==> src/rtl/serial_adder_pkg.sv <==
// Shared types and opcodes for the bit-serial add/subtract sequencer.
package serial_adder_pkg;

  typedef enum logic [1:0] {
    IDLE = 2'd0,
    RUN  = 2'd1,
    DONE = 2'd2
  } state_t;

  localparam logic OP_ADD = 1'b0;
  localparam logic OP_SUB = 1'b1;

  function automatic logic state_is_busy(input state_t s);
    return (s == RUN) || (s == DONE);
  endfunction

endpackage

==> src/rtl/serial_adder_ctrl_full_adder.sv <==
// Single-bit combinational full adder cell shared by the serial datapath.
module full_adder (
  input  logic i_a,
  input  logic i_b,
  input  logic i_c,
  output logic o_sum,
  output logic o_cout
);

  assign o_sum  = i_a ^ i_b ^ i_c;
  assign o_cout = (i_a & i_b) | (i_a & i_c) | (i_b & i_c);

endmodule

==> src/rtl/serial_adder_ctrl.sv <==
// Bit-serial add/subtract sequencer: one full adder, LSB-first, WIDTH+1 cycle latency.
module serial_adder_ctrl
  import serial_adder_pkg::*;
#(
  parameter  int WIDTH = 8,
  localparam int CNT_W = $clog2(WIDTH)
) (
  input  logic             clk,
  input  logic             rst_n,
  input  logic             start,
  input  logic             op,
  input  logic [WIDTH-1:0] a_in,
  input  logic [WIDTH-1:0] b_in,
  input  logic             c_in,
  output logic             ready,
  output logic             busy,
  output logic             done,
  output logic [WIDTH-1:0] sum_out,
  output logic             c_out
);

  localparam logic [CNT_W-1:0] CNT_LAST = CNT_W'(WIDTH - 1);

  state_t             r_state;
  logic [WIDTH-1:0]   r_a_sr;
  logic [WIDTH-1:0]   r_b_sr;
  // Holds the WIDTH-1 most recent result bits; the newest bit comes straight from the adder.
  logic [WIDTH-2:0]   r_res_sr;
  logic [CNT_W-1:0]   r_cnt;
  logic               r_carry;
  logic [WIDTH-1:0]   r_sum;
  logic               r_cout;

  logic               w_fa_sum;
  logic               w_fa_cout;
  logic [WIDTH-1:0]   w_res_next;

  full_adder u_fa (
    .i_a    (r_a_sr[0]),
    .i_b    (r_b_sr[0]),
    .i_c    (r_carry),
    .o_sum  (w_fa_sum),
    .o_cout (w_fa_cout)
  );

  assign w_res_next = {w_fa_sum, r_res_sr};

  always_ff @(posedge clk or negedge rst_n) begin
    if (!rst_n) begin
      r_state  <= IDLE;
      r_a_sr   <= '0;
      r_b_sr   <= '0;
      r_res_sr <= '0;
      r_cnt    <= '0;
      r_carry  <= 1'b0;
      r_sum    <= '0;
      r_cout   <= 1'b0;
    end else begin
      case (r_state)
        IDLE: begin
          if (start) begin
            // Subtract is a + ~b + 1: invert B and force the initial carry.
            r_a_sr  <= a_in;
            r_b_sr  <= (op == OP_SUB) ? ~b_in : b_in;
            r_carry <= (op == OP_SUB) ? 1'b1 : c_in;
            r_cnt   <= '0;
            r_state <= RUN;
          end
        end
        RUN: begin
          r_a_sr   <= {1'b0, r_a_sr[WIDTH-1:1]};
          r_b_sr   <= {1'b0, r_b_sr[WIDTH-1:1]};
          r_res_sr <= w_res_next[WIDTH-1:1];
          r_carry  <= w_fa_cout;
          if (r_cnt == CNT_LAST) begin
            r_cnt   <= '0;
            r_sum   <= w_res_next;
            r_cout  <= w_fa_cout;
            r_state <= DONE;
          end else begin
            r_cnt <= r_cnt + CNT_W'(1);
          end
        end
        DONE: begin
          r_state <= IDLE;
        end
        default: begin
          r_state <= IDLE;
        end
      endcase
    end
  end

  assign ready   = (r_state == IDLE);
  assign busy    = state_is_busy(r_state);
  assign done    = (r_state == DONE);
  assign sum_out = r_sum;
  assign c_out   = r_cout;

endmodule

==> config.mk <==
export PLATFORM = sky130hd
export DESIGN_NAME = serial_adder_ctrl
export DESIGN_NICKNAME = d
export VERILOG_FILES = /design/src/rtl/serial_adder_pkg.sv /design/src/rtl/serial_adder_ctrl_full_adder.sv /design/src/rtl/serial_adder_ctrl.sv
export SDC_FILE = /design/constraint.sdc
export NUM_CORES = 1
export LEC_CHECK = 0
export CORE_AREA = 2 2 85 54
export DETAILED_ROUTE_END_ITERATION = 10
export DIE_AREA = 0 0 87 56
export PLACE_DENSITY = 0.74
export SETUP_SLACK_MARGIN = 0.5
export SLEW_MARGIN = 20
export SYNTH_ARGS = -nofsm -noshare
export SYNTH_HDL_FRONTEND = slang
export SYNTH_SLANG_ARGS = --single-unit
==> constraint.sdc <==
create_clock -name clk -period 1.6 [get_ports clk]
set_input_delay 0.32 -clock clk [delete_from_list [all_inputs] [get_ports clk]]
set_output_delay 0.32 -clock clk [all_outputs]
set_load 0.05 [all_outputs]
==> flow_metrics.env <==
export IMPL_status="finished clean"
export IMPL_synth_seq_cells=38
export IMPL_yosysWarnings=0
export IMPL_slew_headroom_pct=71.62
export IMPL_rows=18
export IMPL_clk_pin_slew_ns=0.07
export IMPL_grtUsageTotal_pct=17.28
export IMPL_instances_no_fill=264
export IMPL_drt_iter0_drc=52
export IMPL_skew_ns=0.007622
export IMPL_p_per_area_nw_per_um2=2023
export IMPL_fin_tns_setup_ns=0
export IMPL_hp_class="reg2reg"
export IMPL_synth_most_common_cell="dfrtp_1"
export IMPL_drt_total_wl_um=4394
export IMPL_ys_types=24
export IMPL_die_area_sq_um=4872
export IMPL_fill_cells=231
export IMPL_cts_buffer_depth=2
export IMPL_vias=1360
export IMPL_report_final_setup_viol=0
export IMPL_finalMaxSlewViolations=0
export IMPL_max_freq_mhz=654.7
export IMPL_ys_top_cells_by_count="dfrtp_1 (38), nand2_1 (18), mux2i_1 (14)"
export IMPL_path_buf_inv=3
export IMPL_antenna_found_initial=0
export IMPL_multi_input_area_sq_um=1051
export IMPL_slowest_delay_ns=0.40
export IMPL_fin_crit_sh_pct=95.46
export IMPL_drive_above_1_share_pct=52.34
export IMPL_rsz0062_at_grt="yes"
export IMPL_vdd_ir_drop_max_v=0.001068
export IMPL_dp_cells=226
export IMPL_htree_levels=2
export IMPL_avgViaCountPerCell=5.152
export IMPL_start_util_pct=46.59
export IMPL_diodes=0
export IMPL_grt_first_pass_wirelength_um=6320
export IMPL_synth_top_cell_area_share_pct=50.63
export IMPL_cts_buffers=5
export IMPL_synth_top_area_cell="dfrtp_1"
export IMPL_hold_viol_final=0
export IMPL_worst_setup_path_end_kind="output pin"
export IMPL_tightest_slew_ns=0.4257
export IMPL_pin_count=33
export IMPL_startpoint_type="register"
export IMPL_die_h_um=56
export IMPL_grt_pass1_vias=1330
export IMPL_syn_cell_area_sq_um=1878
export IMPL_cp_slowest_cell="dfrtp_1"
export IMPL_synthArstFlopShare_pct=100.0
export IMPL_wl_per_cell_um=16.64
export IMPL_synth_edff_count=0
export IMPL_postRouteAntennaNets=0
export IMPL_period_needed_ns=1.527
export IMPL_cp_top_family="flip-flops"
export IMPL_insertion_delay_ns=0.29
export IMPL_coreArea_sq_um=4031
export IMPL_avgSynthCellArea_sq_um=13.23
export IMPL_gr_total_overflow=0
export IMPL_cts_tree="done"
export IMPL_grt_max_degree=23
export IMPL_cts_root_buf="clkbuf_8"
export IMPL_synth_ff_type="dfrtp_1"
export IMPL_final_seq_area_sq_um=950.9
export IMPL_syn_nets=170
export IMPL_p_leak_nw=1.387
export IMPL_critPathArrivalTime_ns=1.21
export IMPL_first_pass_iters=4
export IMPL_crit_fanout=3
export IMPL_drc=0
export IMPL_synthToLayoutAreaGrowth_pct=58.49
export IMPL_synthTopCellsByArea="dfrtp_1 (51%), mux2i_1 (7.5%), mux2_4 (7.2%)"
export IMPL_dp_hpwl_um=2484
export IMPL_worst_ep_required_time_ns=1.28
export IMPL_nNetsFinal=242
export IMPL_crit_chain="inv_2 -> ha_4 -> buf_6 -> buf_12"
export IMPL_dieWidth_um=87
export IMPL_cts_sinks=38
export IMPL_synthCells=142
export IMPL_cap_violations=0
export IMPL_port_buffers=32
export IMPL_worstSetupPathType="reg2out"
export IMPL_gp_congestion=0.7524
export IMPL_yosysSeqAreaShare_pct=50.63
-- state kept, by name (all words and copies together), names as in the netlist --
register  count
sum_out       8
r_cnt         3
r_state       2
r_b_sr        8
r_carry       1
r_a_sr        8
c_out         1
r_res_sr      7
-- per-layer routing --
layer  GRT usage [%]  vias up  routed length [um]
met1           23.35      685                2030
met2           26.06       32                2139
met5               0        -                   0
li1                -      638                   -
met4           7.589        0                  43
met3           4.451        5                 181
-- cell type report --
| class | instances | share of cell area, % |
|---|---|---|
| multi-input cells | 95 | 35.31 |
| flip-flops and latches | 38 | 31.95 |
| repair buffers | 71 | 26.48 |
| clock buffers | 6 | 2.774 |
| well taps | 50 | 2.102 |
| clock inverters | 1 | 1.009 |
| inverters | 3 | 0.3783 |
-- report_power, final --
| group | internal [mW] | switching (mW) |
|---|---|---|
| sequential | 1.35 | 0.339 |
| clock | 0.499 | 0.318 |
| combinational | 1.88 | 1.63 |
-- kinds of logic after synthesis --
logic type	Yosys count	share of synthesized area (%)
buffers and inverters	10	4.263
AOI/OAI and AO/OA	24	10.19
adders and majority gates	7	5.063
and+or+nand+nor	23	5.463
xor gates and xnor gates	8	3.731
muxes	32	20.65
DFF	38	50.63
-- worst reg2reg max path, cell delays in order, from the launching register on --
cell     delay [ns]
dfrtp_1        0.40
inv_2          0.12
ha_4           0.16
buf_6          0.10
mux2i_4        0.23
buf_12         0.16
buf_8          0.14
nand2_1        0.05
o21ai_1        0.07
-- what timing repair did --
| item | 4_1_cts | 5_1_grt |
|---|---|---|
| hold buffers | 1 | 0 |
| setup buffers | 16 | 11 |
| cloned | 1 | 2 |
| pin swaps | 7 | 14 |
| hold endpoints to repair | 16 | 0 |
| setup endpoints to repair | 50 | 50 |
| gates resized for setup | 27 | 37 |
-- final timing paths --
kind | from | depth (start not counted) | endpoint | slack, ns
setup / recovery | r_state[1]$_DFFE_PN0P_ | 4 | ready | 0.07
hold / removal | r_b_sr[3]$_DFFE_PN0P_ | 2 | r_b_sr[3]$_DFFE_PN0P_ | 0.49
setup reg to reg | r_state[1]$_DFFE_PN0P_ | 8 | r_a_sr[3]$_DFFE_PN0P_ | 0.08
hold reg to reg | r_b_sr[3]$_DFFE_PN0P_ | 2 | r_b_sr[3]$_DFFE_PN0P_ | 0.49
max in group asynchronous | rst_n | 3 | r_a_sr[6]$_DFFE_PN0P_ | 0.64
min in group asynchronous | rst_n | 2 | sum_out[2]$_DFFE_PN0P_ | 0.50
-- stage by stage --
step | total power, mW | utilization, % | worst slack, ns | instance area, sq um | hold slack, ns
detailed placement | 3.937 | 57.60 | 0.003408 | 2322 | 0.2857
global route | 6.358 | 73.84 | 0.01771 | 2977 | 0.5244
CTS | 5.214 | 67.01 | 0.08432 | 2701 | 0.4847
finish | 6.022 | 73.84 | 0.07260 | 2977 | 0.4869
global placement | 3.833 | 57.60 | 0.07913 | 2322 | 0.2709
floorplan | 3.360 | - | 0.09807 | 1913 | 0.02441
-- cells in the final DEF (no fill, tap or decap), types with 4 or more instances in the layout --
cell             Yosys  final
mux2_4               9     11
buf_12               0      8
ha_4                 0      5
nand2_4              1      8
o21ai_2             13     15
clkbuf_8             0      6
xor2_1               7      7
mux2i_1             14     13
clkdlybuf4s50_1      0     19
nand2_2              0      6
mux2_1               8      6
buf_6                5     18
nand2_1             18      4
buf_4                1     20
dfrtp_1             38     38
No activity file was read; power rests on OpenSTA's default activity.
